### config.mk
export PLATFORM = sky130hd
export DESIGN_NAME = s38417_sel_scan_ctrl
export DESIGN_NICKNAME = d
export VERILOG_FILES = /design/src/rtl/s38417_sel_scan_ctrl.sv
export SDC_FILE = /design/constraint.sdc
export NUM_CORES = 1
export LEC_CHECK = 0
export CAP_MARGIN = 0
export CORE_MARGIN = 2
export CORE_UTILIZATION = 50
export DETAILED_ROUTE_END_ITERATION = 12
export GPL_TIMING_DRIVEN = 0
export PLACE_DENSITY = 0.78
export SLEW_MARGIN = 30
export SYNTH_ARGS = -nofsm -noshare
export SYNTH_HDL_FRONTEND = slang
export SYNTH_SLANG_ARGS = --single-unit
### constraint.sdc
create_clock -name CK -period 4 [get_ports CK]
set_input_delay 0.6 -clock CK [delete_from_list [all_inputs] [get_ports CK]]
set_output_delay 0.6 -clock CK [all_outputs]
set_load 0.01 [all_outputs]
### src/rtl/s38417_sel_scan_ctrl.sv
// Three-phase select/compare scan sequencer: walks masked 3-bit flag entries and reports hits over hit/ack.
// Optional hit counter output enabled by defining SEL_SCAN_HITCNT_EN.
module s38417_sel_scan_ctrl #(
  parameter int N_ENT = 14,
  parameter int IDX_W = 4
) (
  input  logic                   CK,
  input  logic                   RST,
  input  logic                   start,
  input  logic [3*N_ENT-1:0]     entries,
  input  logic [N_ENT-1:0]       mask,
  input  logic                   ack,
  output logic [2:0]             sel,
  output logic                   busy,
  output logic                   hit,
  output logic [IDX_W-1:0]       hit_idx,
  output logic [1:0]             hit_ph,
  output logic                   done
`ifdef SEL_SCAN_HITCNT_EN
  ,
  output logic [IDX_W+1:0]       hit_cnt
`endif
);

  // state | meaning
  // IDLE  | waiting for start, outputs quiet
  // SCAN  | evaluating one (idx, ph) position per cycle
  // HIT   | match pending, waiting for ack
  // DONE  | one-cycle end-of-scan pulse
  typedef enum logic [1:0] {IDLE, SCAN, HIT, DONE} state_t;

  localparam logic [IDX_W-1:0] IDX_LAST = IDX_W'(N_ENT - 1);

  state_t                    state, state_n;
  logic [IDX_W-1:0]          idx, idx_n, idx_adv;
  logic [1:0]                ph, ph_n, ph_adv;
  logic [N_ENT-1:0][2:0]     ent_s, ent_n;
  logic [N_ENT-1:0]          mask_s, mask_n;
  logic [2:0]                sel_n;
  logic                      busy_n, hit_n, done_n;
  logic [IDX_W-1:0]          hit_idx_n;
  logic [1:0]                hit_ph_n;
  logic                      match, last_pos;
`ifdef SEL_SCAN_HITCNT_EN
  logic [IDX_W+1:0]          hit_cnt_n;
`endif

  assign match    = mask_s[idx] & ent_s[idx][ph];
  assign last_pos = (ph == 2'd2) && (idx == IDX_LAST);

  // idx runs fastest; ph only steps when idx wraps, so neither reaches an unused code
  always_comb begin
    if (idx == IDX_LAST) begin
      idx_adv = '0;
      ph_adv  = ph + 2'd1;
    end else begin
      idx_adv = idx + 1'b1;
      ph_adv  = ph;
    end
  end

  always_comb begin
    state_n   = state;
    idx_n     = idx;
    ph_n      = ph;
    ent_n     = ent_s;
    mask_n    = mask_s;
    sel_n     = sel;
    busy_n    = busy;
    hit_n     = hit;
    hit_idx_n = hit_idx;
    hit_ph_n  = hit_ph;
    done_n    = 1'b0;
`ifdef SEL_SCAN_HITCNT_EN
    hit_cnt_n = hit_cnt;
`endif
    case (state)
      IDLE: begin
        sel_n  = 3'b000;
        busy_n = 1'b0;
        if (start) begin
          state_n = SCAN;
          idx_n   = '0;
          ph_n    = 2'd0;
          ent_n   = entries;
          mask_n  = mask;
          sel_n   = 3'b001;
          busy_n  = 1'b1;
`ifdef SEL_SCAN_HITCNT_EN
          hit_cnt_n = '0;
`endif
        end
      end
      SCAN: begin
        if (match) begin
          state_n   = HIT;
          hit_n     = 1'b1;
          hit_idx_n = idx;
          hit_ph_n  = ph;
        end else if (last_pos) begin
          state_n = DONE;
          done_n  = 1'b1;
          busy_n  = 1'b0;
          sel_n   = 3'b000;
        end else begin
          idx_n = idx_adv;
          ph_n  = ph_adv;
          sel_n = 3'b001 << ph_adv;
        end
      end
      HIT: begin
        if (ack) begin
          hit_n = 1'b0;
`ifdef SEL_SCAN_HITCNT_EN
          if (hit_cnt != '1) hit_cnt_n = hit_cnt + 1'b1;
`endif
          if (last_pos) begin
            state_n = DONE;
            done_n  = 1'b1;
            busy_n  = 1'b0;
            sel_n   = 3'b000;
          end else begin
            state_n = SCAN;
            idx_n   = idx_adv;
            ph_n    = ph_adv;
            sel_n   = 3'b001 << ph_adv;
          end
        end
      end
      DONE: begin
        state_n = IDLE;
        busy_n  = 1'b0;
        sel_n   = 3'b000;
      end
      default: state_n = IDLE;
    endcase
  end

  always_ff @(posedge CK or posedge RST) begin
    if (RST) begin
      state   <= IDLE;
      idx     <= '0;
      ph      <= 2'd0;
      ent_s   <= '0;
      mask_s  <= '0;
      sel     <= 3'b000;
      busy    <= 1'b0;
      hit     <= 1'b0;
      hit_idx <= '0;
      hit_ph  <= 2'd0;
      done    <= 1'b0;
`ifdef SEL_SCAN_HITCNT_EN
      hit_cnt <= '0;
`endif
    end else begin
      state   <= state_n;
      idx     <= idx_n;
      ph      <= ph_n;
      ent_s   <= ent_n;
      mask_s  <= mask_n;
      sel     <= sel_n;
      busy    <= busy_n;
      hit     <= hit_n;
      hit_idx <= hit_idx_n;
      hit_ph  <= hit_ph_n;
      done    <= done_n;
`ifdef SEL_SCAN_HITCNT_EN
      hit_cnt <= hit_cnt_n;
`endif
    end
  end

endmodule

Yosys cells after proc, flatten, opt, wreduce, memory -nomap -nowiden. Index checks and enable logic that the tools add are counted.

Bits in registers: 76. Input port bits: 60. Output and inout port bits: 12. Word-level logic and storage cells: 91.

$add $sub $neg: 2. Magnitude comparators: 2. Equality and inequality tests: 10. Shifts and indexed selects: 1. Mux-type cells: 41. Bitwise logic cells: 1. Reduce and logical (&&, ||, !) cells: 10.

Operator list (count): two-way mux 2 bit (10); two-way mux 4 bit (5); binary-select mux 3 bit (select 4 bit) (1); two-way mux 1 bit (12); two-way mux 3 bit (4); case mux 3 bit (4 select lines) (1); case mux 4 bit (3 select lines) (1); inequality test 2 bit, second input constant (4); case mux 2 bit (4 select lines) (1); equality test 2 bit, second input constant (3); case mux 2 bit (3 select lines) (1); AND reduction 2 bit (3); AND reduction 3 bit (2); less-than comparator 4 x 5 -> 1 bit, second input constant (1); adder 4 x 1 -> 4 bit, second input constant (1); binary-select mux 1 bit (select 4 bit) (1); equality test 4 bit, second input constant (1); case mux 1 bit (2 select lines) (2); case mux 1 bit (4 select lines) (1); AND reduction 4 bit (1); less-than comparator 2 x 3 -> 1 bit, second input constant (1); inequality test 3 bit, second input constant (1); nonzero test 3 bit (1); left shift 1 x 2 -> 3 bit, first input constant (1); 7 further kinds (7).

Logic depth before layout (Yosys ltp). Gate-level depths: netlist of run 1.

Word-level depth: 7. Gate-level depth with buffers: 11. Depth with buffers taken out: 8.

Worst setup path before layout of run 1. OpenSTA, ideal clock, no wires.

Path type: register to register. Start: reg idx[0]. End: reg idx[3]. Library setup time: 0.121 ns. Arrival time: 2.708 ns. Required time: 3.879 ns. Slack: 1.171 ns. Cell stages (with the launch flop): 10. Buffers on the path: 2. Clock period less this slack: 2.829 ns. Cells stage by stage: dfrtp_1 > buf_6 > mux4_2 > mux4_2 > a22oi_2 > or3_2 > nand2_2 > buf_6 > or4_1 > a22o_1.

Cells in the longest elaborated chain, start to end: 7. Elaborated cells on any way between the ends: 17. Those cells by class: add/sub (1); eq/ne (2); mux (11); bitwise (1); reduce/logical (2).

Ends and longest elaborated chain: start: declaration (RTL line 35) `logic [IDX_W-1:0] idx, idx_n, idx_adv;`; start signal: assignment (RTL line 157) `idx <= idx_n;`; binary-select mux 3 bit (select 4 bit) (RTL line 48) `assign match = mask_s[idx] & ent_s[idx][ph];`; two-way mux 3 bit (implied by the code) (RTL line 48); binary-select mux 1 bit (select 2 bit) (RTL line 48); two-way mux 1 bit (implied by the code) (RTL line 48); bitwise AND 1 bit (RTL line 48); inequality test 2 bit (no line); AND reduction 4 bit (no line).

Parallel ways exist; a longest one is shown, timed or not. The select of a mux whose other input is x is not followed. A chain may end at the register's enable or synchronous reset.

Worst setup path in the final report of run 1.
Start: reg idx[1]. End: reg idx[3].

The elaborated chain is that of the path after synthesis.

==> impl_metrics.csv, run 1 <==
group,metric,value,unit
pwr,power,3.24,mW
yosys,synth_edf_count,0,
global_route,grt_start_max_net_pins,43,
clock_network,clk_pin_slew,0.08,ns
yosys,ys_seq_area_frac,0.517,
pwr,power_density,682,nW/um^2
yosys,ys.flop_type,"dfrtp_1",
sta,period_needed,3.13,ns
placement,dpl_cell_area,4530,sq um
floorplanning,ios,72,
sta,setup_viol,0,
detailed_routing,vias,2492,
layout,multiInputGateArea,1660,sq um
layout,design_area,4760,sq um
placement,hpwl,5.44,mm
clock_network,h-tree-depth,3,
sta,rsz0062_at_grt,"false",
clock_network,cts-root-buf,"clkbuf_8",
layout,final_cell_mix,"dfrtp_1, clkdlybuf4s50_1, mux2_2",
clock_network,cts_hold_buf,0,
clock_network,cts_buffers,9,
worst_setup_path,crit_path_max_fanout,10,
layout,area_growth,29.4,%
detailed_routing,routed.top_layer,"met4",
detailed_routing,wl_met3,278,um
placement,portBuffers,71,
layout,seq_area,1900,sq um
clock_network,insertion_delay,0.34,ns
yosys,syn_inst,274,
detailed_routing,first_pass_iters,4,
yosys,syn_avg_cell_area,13.4,sq um
global_route,grt_pass1_wl,12.4,mm
floorplanning,dieHeight,89.7,um
clock_network,cts_tree,"built",
yosys,syn-num-nets,341,
layout,antenna_cells,0,
pwr,peakVddDrop,0.337,mV
detailed_routing,dr.first_iter.drc_count,86,
floorplanning,core_area,7180,sq um
detailed_routing,wl_per_cell,15.7,um
layout,fill_cells,557,
floorplanning,initial_core_util,0.512,
detailed_routing,wl_met2,3.60,mm
layout,fin_util,0.663,
worst_setup_path,crit_type,"reg -> reg",
layout,nets,424,
clock_network,ctsResizeCount,0,
detailed_routing,wirelength,7.24,mm
run,maxCapViolations,0,
detailed_routing,drcViolationCount,0,
yosys,async_reset_ff_frac,1.00,
yosys,synth_cell_types,43,
floorplanning,rows,31,
status,outcome,"finished clean",
detailed_routing,ant_nets,0,
worst_setup_path,endpoint_kind,"flop",
global_route,grt.total_usage,0.193,
layout,final_common_cell,"dfrtp_1",
sta,finalHoldViolations,0,
worst_setup_path,cp.arrival,3.37,ns
yosys,yosysWarnings,0,
global_route,grt_pass1_vias,2565,
floorplanning,dieWidth,89.7,um
hold_path,hp-class,"reg -> reg",
yosys,ys_seq_elements,76,
clock_network,cts_buffer_depth,2,
clock_network,cts_setup_buffers,0,
detailed_routing,wl_met1,3.24,mm
sta,tns,0,ns
sta,timing.final.crit_share,0.782,
sta,max_freq,0.320,GHz
clock_network,cts.sinks,76,
sta,worstMarginPinSlew,0.576,ns
worst_setup_path,start_kind,"flop",
worst_setup_path,cp.required,4.24,ns
sta,slew_headroom,0.616,
sta,drv_slew,0,
layout,drive_above_1_share,0.262,
global_route,overflow,0,
global_route,antenna_found_initial,0,
pwr,power_leakage,2.10,nW
placement,gp_congestion,0.857,
yosys,synth_area,3680,sq um
detailed_routing,routed_via_density,5.41,
floorplanning,dieArea,8050,sq um
sta,skew,0.00753,ns
## cells in the mapped netlist (2+ instances only)
cell type	instances	area share
nand2_1	17	0.017
o21ai_0	4	0.0054
nand3_1	6	0.0082
clkbuf_1	9	0.0092
mux2_2	65	0.20
a21oi_1	2	0.0027
mux2i_1	6	0.016
nand2b_1	3	0.0051
nor3_1	3	0.0041
nor2_1	12	0.012
buf_6	2	0.0061
o31ai_1	5	0.010
or3_1	2	0.0034
dfrtp_1	76	0.52
mux4_1	7	0.050
buf_2	2	0.0027
mux4_2	5	0.031
ha_1	7	0.024
and3_1	3	0.0051
o211a_1	2	0.0054
a22o_1	3	0.0071
inv_1	12	0.012
## flip-flops by register name, indices dropped and copies added (netlist names)
| signal | count |
|---|---|
| ph | 2 |
| busy | 1 |
| idx | 4 |
| sel | 3 |
| hit_idx | 4 |
| mask_s | 14 |
| state | 2 |
| ent_s | 42 |
| hit_ph | 2 |
| done | 1 |
| hit | 1 |
## report_power, final
part | total [mW] | internal (mW) | leakage [nW] | switching [mW]
clock | 0.655 | 0.372 | 0.114 | 0.283
combinational | 1.39 | 0.769 | 1.04 | 0.618
sequential | 1.20 | 1.05 | 0.942 | 0.156
total | 3.24 | 2.19 | 2.10 | 1.06
## per-stage QoR
step / hold slack (ns) / setup WS, ns / instances
2_1_floorplan: 0.470 / 1.17 / 274
3_3_place_gp: 0.469 / 0.258 / 444
3_5_place_dp: 0.472 / 0.873 / 445
4_1_cts: 0.492 / 0.872 / 461
5_1_grt: 0.512 / 0.690 / 461
6_report: 0.496 / 0.871 / 461
## cell families after synthesis
| kind of cell | synth area share |
|---|---|
| AOI/OAI and AO/OA | 0.0630 |
| adders and majority gates | 0.0238 |
| buffers and inverters | 0.0303 |
| DFF | 0.517 |
| muxes | 0.296 |
| and+or+nand+nor | 0.0694 |
## layout make-up
cell class / instances / area share
timing repair buffer: 72 / 0.154
clock buffer: 11 / 0.0297
buffer: 13 / 0.0139
clock inverter: 5 / 0.0174
tap: 99 / 0.0260
sequential: 76 / 0.400
inverter: 12 / 0.00999
multi-input combinational: 173 / 0.350
## routing by layer
metal | vias up | GRT usage
met2 | 54 | 0.314
met4 | 0 | 0.0692
met1 | 1254 | 0.259
li1 | 1173 | -
met5 | - | 0
met3 | 11 | 0.0386
## worst max-delay path, cell delays in order (launching register included)
cell	delay (ns)
dfrtp_1	0.36
clkbuf_1	0.44
buf_2	0.33
mux4_1	0.33
nand3_1	0.11
o211ai_1	0.11
o2111ai_1	0.37
nand2_2	0.12
buf_6	0.16
or4_1	0.53
a22o_1	0.19
## final timing paths
path,startpoint,end,slack (ns),depth (start not counted)
worst max-delay path,idx[1],idx[3],0.87,10
max in group asynchronous,RST,ent_s[41],2.78,3
worst min register to register,sel[2],sel[2],0.50,2
worst max register to register,idx[1],idx[3],0.87,10
worst min-delay path,sel[2],sel[2],0.50,2
min in group asynchronous,RST,ent_s[9],0.66,2
(Power assumes the default switching activity.)
==> run 2, diff against run 1 <==
clock period = 3.1 ns   (was 4 ns; I/O delays follow)
==> run 2 against run 1 <==
  * Die area unchanged
  * Combinational power rose by 29%
  * Worst hold slack worse by 0.0084 ns
  * Sequential share of layout area is 0.11 points lower
  * Critical path depth decreased by 1
  * First-iteration DRC count up 14%
  * Register-to-register slack got worse by 0.73 ns
  * Cell area increased by 0.34%
  * Clock power grew 29%
==> impl_metrics.csv, run 2 (synthesis gave the netlist of run 1 again) <==
group,metric,value,unit
clock_network,cts-root-buf,"clkbuf_8",
worst_setup_path,r2r-start,"idx[0]",
floorplanning,rows,31,
layout,area_growth,29.9,%
sta,tns,0,ns
placement,portBuffers,71,
detailed_routing,first_pass_iters,4,
pwr,power_density,881,nW/um^2
worst_setup_path,worstPathCellList,"buf_8 > mux4_2 > mux4_2 > a22oi_2 > or3_2 > nand2_2 > buf_6 > or4_1 > a22o_1",
run,maxCapViolations,0,
detailed_routing,vias,2492,
floorplanning,dieArea,8050,sq um
layout,fill_cells,557,
layout,largest_reg_flops,42,
floorplanning,ios,72,
clock_network,cts_buffers,9,
worst_setup_path,cpPeakStageDelay,0.52,ns
detailed_routing,dr.first_iter.drc_count,98,
detailed_routing,wirelength,7.25,mm
layout,fin_cells,462,
sta,period_needed,2.96,ns
hold_path,hp-class,"reg -> reg",
worst_setup_path,cp.required,3.34,ns
floorplanning,dieWidth,89.7,um
layout,top_regs,"ent_s (42), mask_s (14)",
placement,dp.cells,445,
layout,top_register,"ent_s",
detailed_routing,ant_nets,0,
layout,final_cell_mix,"dfrtp_1, clkdlybuf4s50_1, mux2_2",
sta,rsz0062_at_grt,"false",
global_route,antenna_found_initial,0,
clock_network,h-tree-depth,3,
detailed_routing,drcViolationCount,0,
pwr,peakVddDrop,0.439,mV
worst_setup_path,endpoint_kind,"flop",
status,outcome,"finished clean",
placement,hpwl,5.44,mm
hold_path,hold_end,"sel[2]",
layout,final_common_cell,"dfrtp_1",
global_route,grt.total_usage,0.192,
worst_setup_path,worst_path_max_delay_cell,"mux4_2",
layout,nets,425,
worst_setup_path,rrSetupSlack,0.14,ns
global_route,grt_pass1_vias,2558,
sta,max_freq,0.337,GHz
global_route,grt_pass1_wl,12.4,mm
placement,gp_congestion,0.857,
worst_setup_path,crit_type,"reg -> reg",
floorplanning,core_area,7180,sq um
clock_network,cts_hold_buf,0,
detailed_routing,wl_per_cell,15.7,um
clock_network,cts_tree,"built",
sta,skew,0.00788,ns
sta,timing.final.crit_share,0.956,
hold_path,hold_depth,2,
sta,setup_viol,0,
worst_setup_path,crit_path_max_fanout,10,
clock_network,cts.sinks,76,
clock_network,insertion_delay,0.34,ns
clock_network,cts_buffer_depth,2,
worst_setup_path,worstReg2RegEnd,"idx[3]",
worst_setup_path,path_common_cell,"mux4_2",
sta,worstMarginPinSlew,0.576,ns
hold_path,hp-start,"sel[2]",
detailed_routing,routed_via_density,5.39,
worst_setup_path,start_kind,"flop",
floorplanning,dieHeight,89.7,um
layout,antenna_cells,0,
layout,drive_above_1_share,0.270,
sta,finalHoldViolations,0,
floorplanning,initial_core_util,0.512,
worst_setup_path,cp.arrival,3.20,ns
sta,drv_slew,0,
global_route,overflow,0,
global_route,grt_start_max_net_pins,43,
clock_network,clk_pin_slew,0.08,ns
sta,slew_headroom,0.616,
pwr,power_leakage,2.11,nW
worst_setup_path,rr_worst_depth,9,
==> run 2: changes by cell type in the layout (fill, tap and decap cells not counted) <==
cell      delta
clkbuf_1     -1
buf_6        -1
buf_4        +2
dfrtp_1      -1
dfrtp_2      +1
buf_8        +1
==> run 2: power by group <==
| group | internal (mW) | leakage [nW] | switching (mW) | total, mW |
|---|---|---|---|---|
| combinational | 1.01 | 1.05 | 0.792 | 1.80 |
| sequential | 1.35 | 0.941 | 0.209 | 1.56 |
| clock | 0.480 | 0.114 | 0.363 | 0.843 |
| total | 2.84 | 2.11 | 1.36 | 4.20 |
==> run 2: timing repair <==
item	4_1_cts	5_1_grt
setup buffers	0	2
resized for setup	1	1
hold endpoints to repair	0	0
setup endpoints to repair	1	1
==> run 2: through the flow <==
stage	total power, mW	instance area, sq um	utilization	setup WS [ns]	hold slack [ns]
final	4.20	4770	0.665	0.137	0.488
after detailed placement	3.36	4530	0.632	-0.0267	0.472
after global placement	3.31	4510	0.629	-0.507	0.469
after floorplan	2.88	3680	-	0.271	0.470
after CTS	4.22	4750	0.663	0.0444	0.492
after global routing	4.50	4770	0.665	0.000680	0.512
==> run 2: worst max path at each step <==
stage | end | from | slack (ns)
after floorplan | idx[3] | idx[0] | 0.27
after global placement | ent_s[34] | RST | -0.51
after detailed placement | idx[3] | idx[0] | -0.03
after CTS | idx[3] | idx[0] | 0.04
after global routing | idx[3] | idx[1] | 0.0007
final | idx[3] | idx[0] | 0.14
==> run 2: layout make-up <==
class / instances / area, sq um / share of cell area
flip-flops and latches: 76 / 1900 / 0.399
multi-input cells: 173 / 1660 / 0.348
repair buffers: 74 / 746 / 0.156
clock buffers: 11 / 141 / 0.0296
well taps: 99 / 124 / 0.0260
clock inverters: 5 / 82.6 / 0.0173
plain buffers: 12 / 66.3 / 0.0139
inverters: 12 / 47.5 / 0.00996
==> run 2: routing by layer <==
metal,up-vias,part of all wire,global-route usage
met5,-,0,0
met4,0,0.016,0.0692
met3,11,0.043,0.0386
met2,62,0.50,0.313
met1,1243,0.44,0.259
li1,1176,-,-
==> run 2: worst max-delay path: cells and delay by family (launching register included) <==
kind	cells	cell delay [ns]
compound gates	2	0.36
buf+inv	2	0.33
flops	1	0.40
mux	2	1.03
simple gates	3	0.75
==> run 3, diff against run 2 <==
SETUP_SLACK_MARGIN = 0.5   (was not set)
==> run 3 against run 2 <==
  * Highest routed layer unchanged
  * Utilization grew 1.5 points
  * Setup slack better by 0.13 ns
  * Largest power group unchanged
  * Critical endpoint unchanged
  * Critical path depth unchanged
  * Clock skew is 0.00092 ns lower
  * Sequential power hardly changed
  * Maximum frequency grew 4.7%
  * Cell area up 2.3%
  * Register-to-register slack improved by 0.13 ns
  * Sequential cell count is the same
  * Worst hold slack got worse by 0.045 ns
  * First-iteration DRC count is 8.2% lower
  * Non-clock buffer count increased by 7
==> impl_metrics.csv, run 3 (synthesis gave the netlist of run 1 again) <==
group,metric,value,unit
layout,fin_util,0.681,
hold_path,hp-class,"in -> async",
global_route,grt_pass1_vias,2734,
worst_setup_path,crit_path_max_fanout,7,
worst_setup_path,start_kind,"flop",
clock_network,cts-root-buf,"clkbuf_8",
layout,final_cell_mix,"dfrtp_1, clkdlybuf4s50_1, mux2_2",
worst_setup_path,rrSetupSlack,0.27,ns
global_route,grt_pass1_wl,13.1,mm
layout,top_register,"ent_s",
floorplanning,dieHeight,89.7,um
layout,fin_cells,468,
placement,hpwl,5.47,mm
detailed_routing,first_pass_iters,4,
worst_setup_path,worst_path_max_delay_cell,"mux4_2",
global_route,grt.total_usage,0.206,
worst_setup_path,path_common_cell,"mux4_2",
layout,area_growth,32.8,%
clock_network,cts.sinks,76,
worst_setup_path,cpPeakStageDelay,0.50,ns
sta,timing.final.crit_share,0.913,
layout,antenna_cells,0,
layout,final_common_cell,"dfrtp_1",
clock_network,cts_buffers,9,
worst_setup_path,worstReg2RegEnd,"idx[3]",
layout,top_regs,"ent_s (42), mask_s (14)",
detailed_routing,routed_via_density,5.56,
floorplanning,initial_core_util,0.512,
detailed_routing,dr.first_iter.drc_count,90,
floorplanning,core_area,7180,sq um
sta,worstMarginPinSlew,0.576,ns
sta,finalHoldViolations,0,
worst_setup_path,worstPathCellList,"buf_12 > mux4_2 > mux4_2 > a22oi_2 > or3_4 > nand2_4 > buf_6 > or4_1 > a22o_1",
detailed_routing,wl_per_cell,16.7,um
sta,max_freq,0.353,GHz
worst_setup_path,r2r-start,"idx[0]",
worst_setup_path,cp.required,3.33,ns
clock_network,insertion_delay,0.35,ns
detailed_routing,ant_nets,0,
pwr,power_density,893,nW/um^2
detailed_routing,drcViolationCount,0,
pwr,power,4.36,mW
pwr,power_leakage,2.16,nW
global_route,grt_start_max_net_pins,51,
placement,portBuffers,71,
layout,drive_above_1_share,0.312,
worst_setup_path,crit_type,"reg -> reg",
layout,nets,432,
pwr,peakVddDrop,0.378,mV
sta,period_needed,2.83,ns
global_route,overflow,0,
sta,slew_headroom,0.616,
detailed_routing,wirelength,7.83,mm
layout,largest_reg_flops,42,
sta,setup_viol,0,
floorplanning,ios,72,
floorplanning,dieWidth,89.7,um
clock_network,cts_hold_buf,0,
sta,skew,0.00696,ns
sta,rsz0062_at_grt,"true",
worst_setup_path,cp.arrival,3.07,ns
sta,drv_slew,0,
placement,gp_congestion,0.896,
floorplanning,dieArea,8050,sq um
status,outcome,"finished clean",
global_route,antenna_found_initial,0,
worst_setup_path,endpoint_kind,"flop",
run,maxCapViolations,0,
floorplanning,rows,31,
clock_network,h-tree-depth,3,
detailed_routing,vias,2600,
clock_network,cts_tree,"built",
placement,dp.cells,445,
clock_network,cts_buffer_depth,2,
worst_setup_path,rr_worst_depth,9,
clock_network,clk_pin_slew,0.08,ns
run 3: worst max-delay path, delay by kind of cell, from the launching register on:
| family | cells | cell delay [ns] |
|---|---|---|
| muxes | 2 | 1.00 |
| and+or+nand+nor | 3 | 0.62 |
| DFF | 1 | 0.43 |
| AOI/OAI and AO/OA | 2 | 0.37 |
| buffers and inverters | 2 | 0.27 |
run 3: layout make-up:
class | instances | area [sq um]
repair buffers | 80 | 815
flip-flops and latches | 76 | 1900
clock inverters | 4 | 48.8
inverters | 12 | 47.5
multi-input cells | 173 | 1720
clock buffers | 11 | 151
well taps | 99 | 124
plain buffers | 13 | 76.3
fillers | 530 | 2290
run 3: worst max-delay path by stage:
stage / slack, ns / from / cells past startpoint / to
floorplan: 0.34 / idx[0] / 9 / idx[3]
global placement: -0.52 / RST / 2 / ent_s[40]
detailed placement: 0.02 / idx[0] / 9 / idx[3]
CTS: 0.30 / idx[0] / 9 / idx[3]
global route: 0.19 / idx[0] / 9 / idx[3]
finish: 0.27 / idx[0] / 9 / idx[3]
run 3: metal layers:
| layer | vias up | part of all wire | GRT usage |
|---|---|---|---|
| li1 | 1191 | - | - |
| met1 | 1305 | 0.41 | 0.256 |
| met2 | 88 | 0.51 | 0.347 |
| met3 | 16 | 0.054 | 0.0528 |
| met4 | 0 | 0.019 | 0.0833 |
| met5 | - | 0 | 0 |
run 3: what timing repair did:
item,in CTS,in global routing
gates resized for setup,14,5
pin swaps,4,3
gates cloned,0,0
setup endpoints to repair,17,17
buffers inserted,7,1
run 3: metrics by stage:
step	TNS, ns	setup WS (ns)	hold WS [ns]	instance area, sq um
2_1_floorplan	0	0.341	0.470	3680
3_3_place_gp	-39.11	-0.519	0.467	4510
3_5_place_dp	0	0.0247	0.479	4540
4_1_cts	0	0.296	0.455	4840
5_1_grt	0	0.194	0.485	4880
6_report	0	0.268	0.443	4880
run 3: power by group:
part           leakage (nW)  switching, mW  internal, mW  total, mW
Clock                 0.105          0.359         0.410      0.769
Combinational          1.11          0.899          1.14       2.03
Sequential            0.941          0.205          1.35       1.56
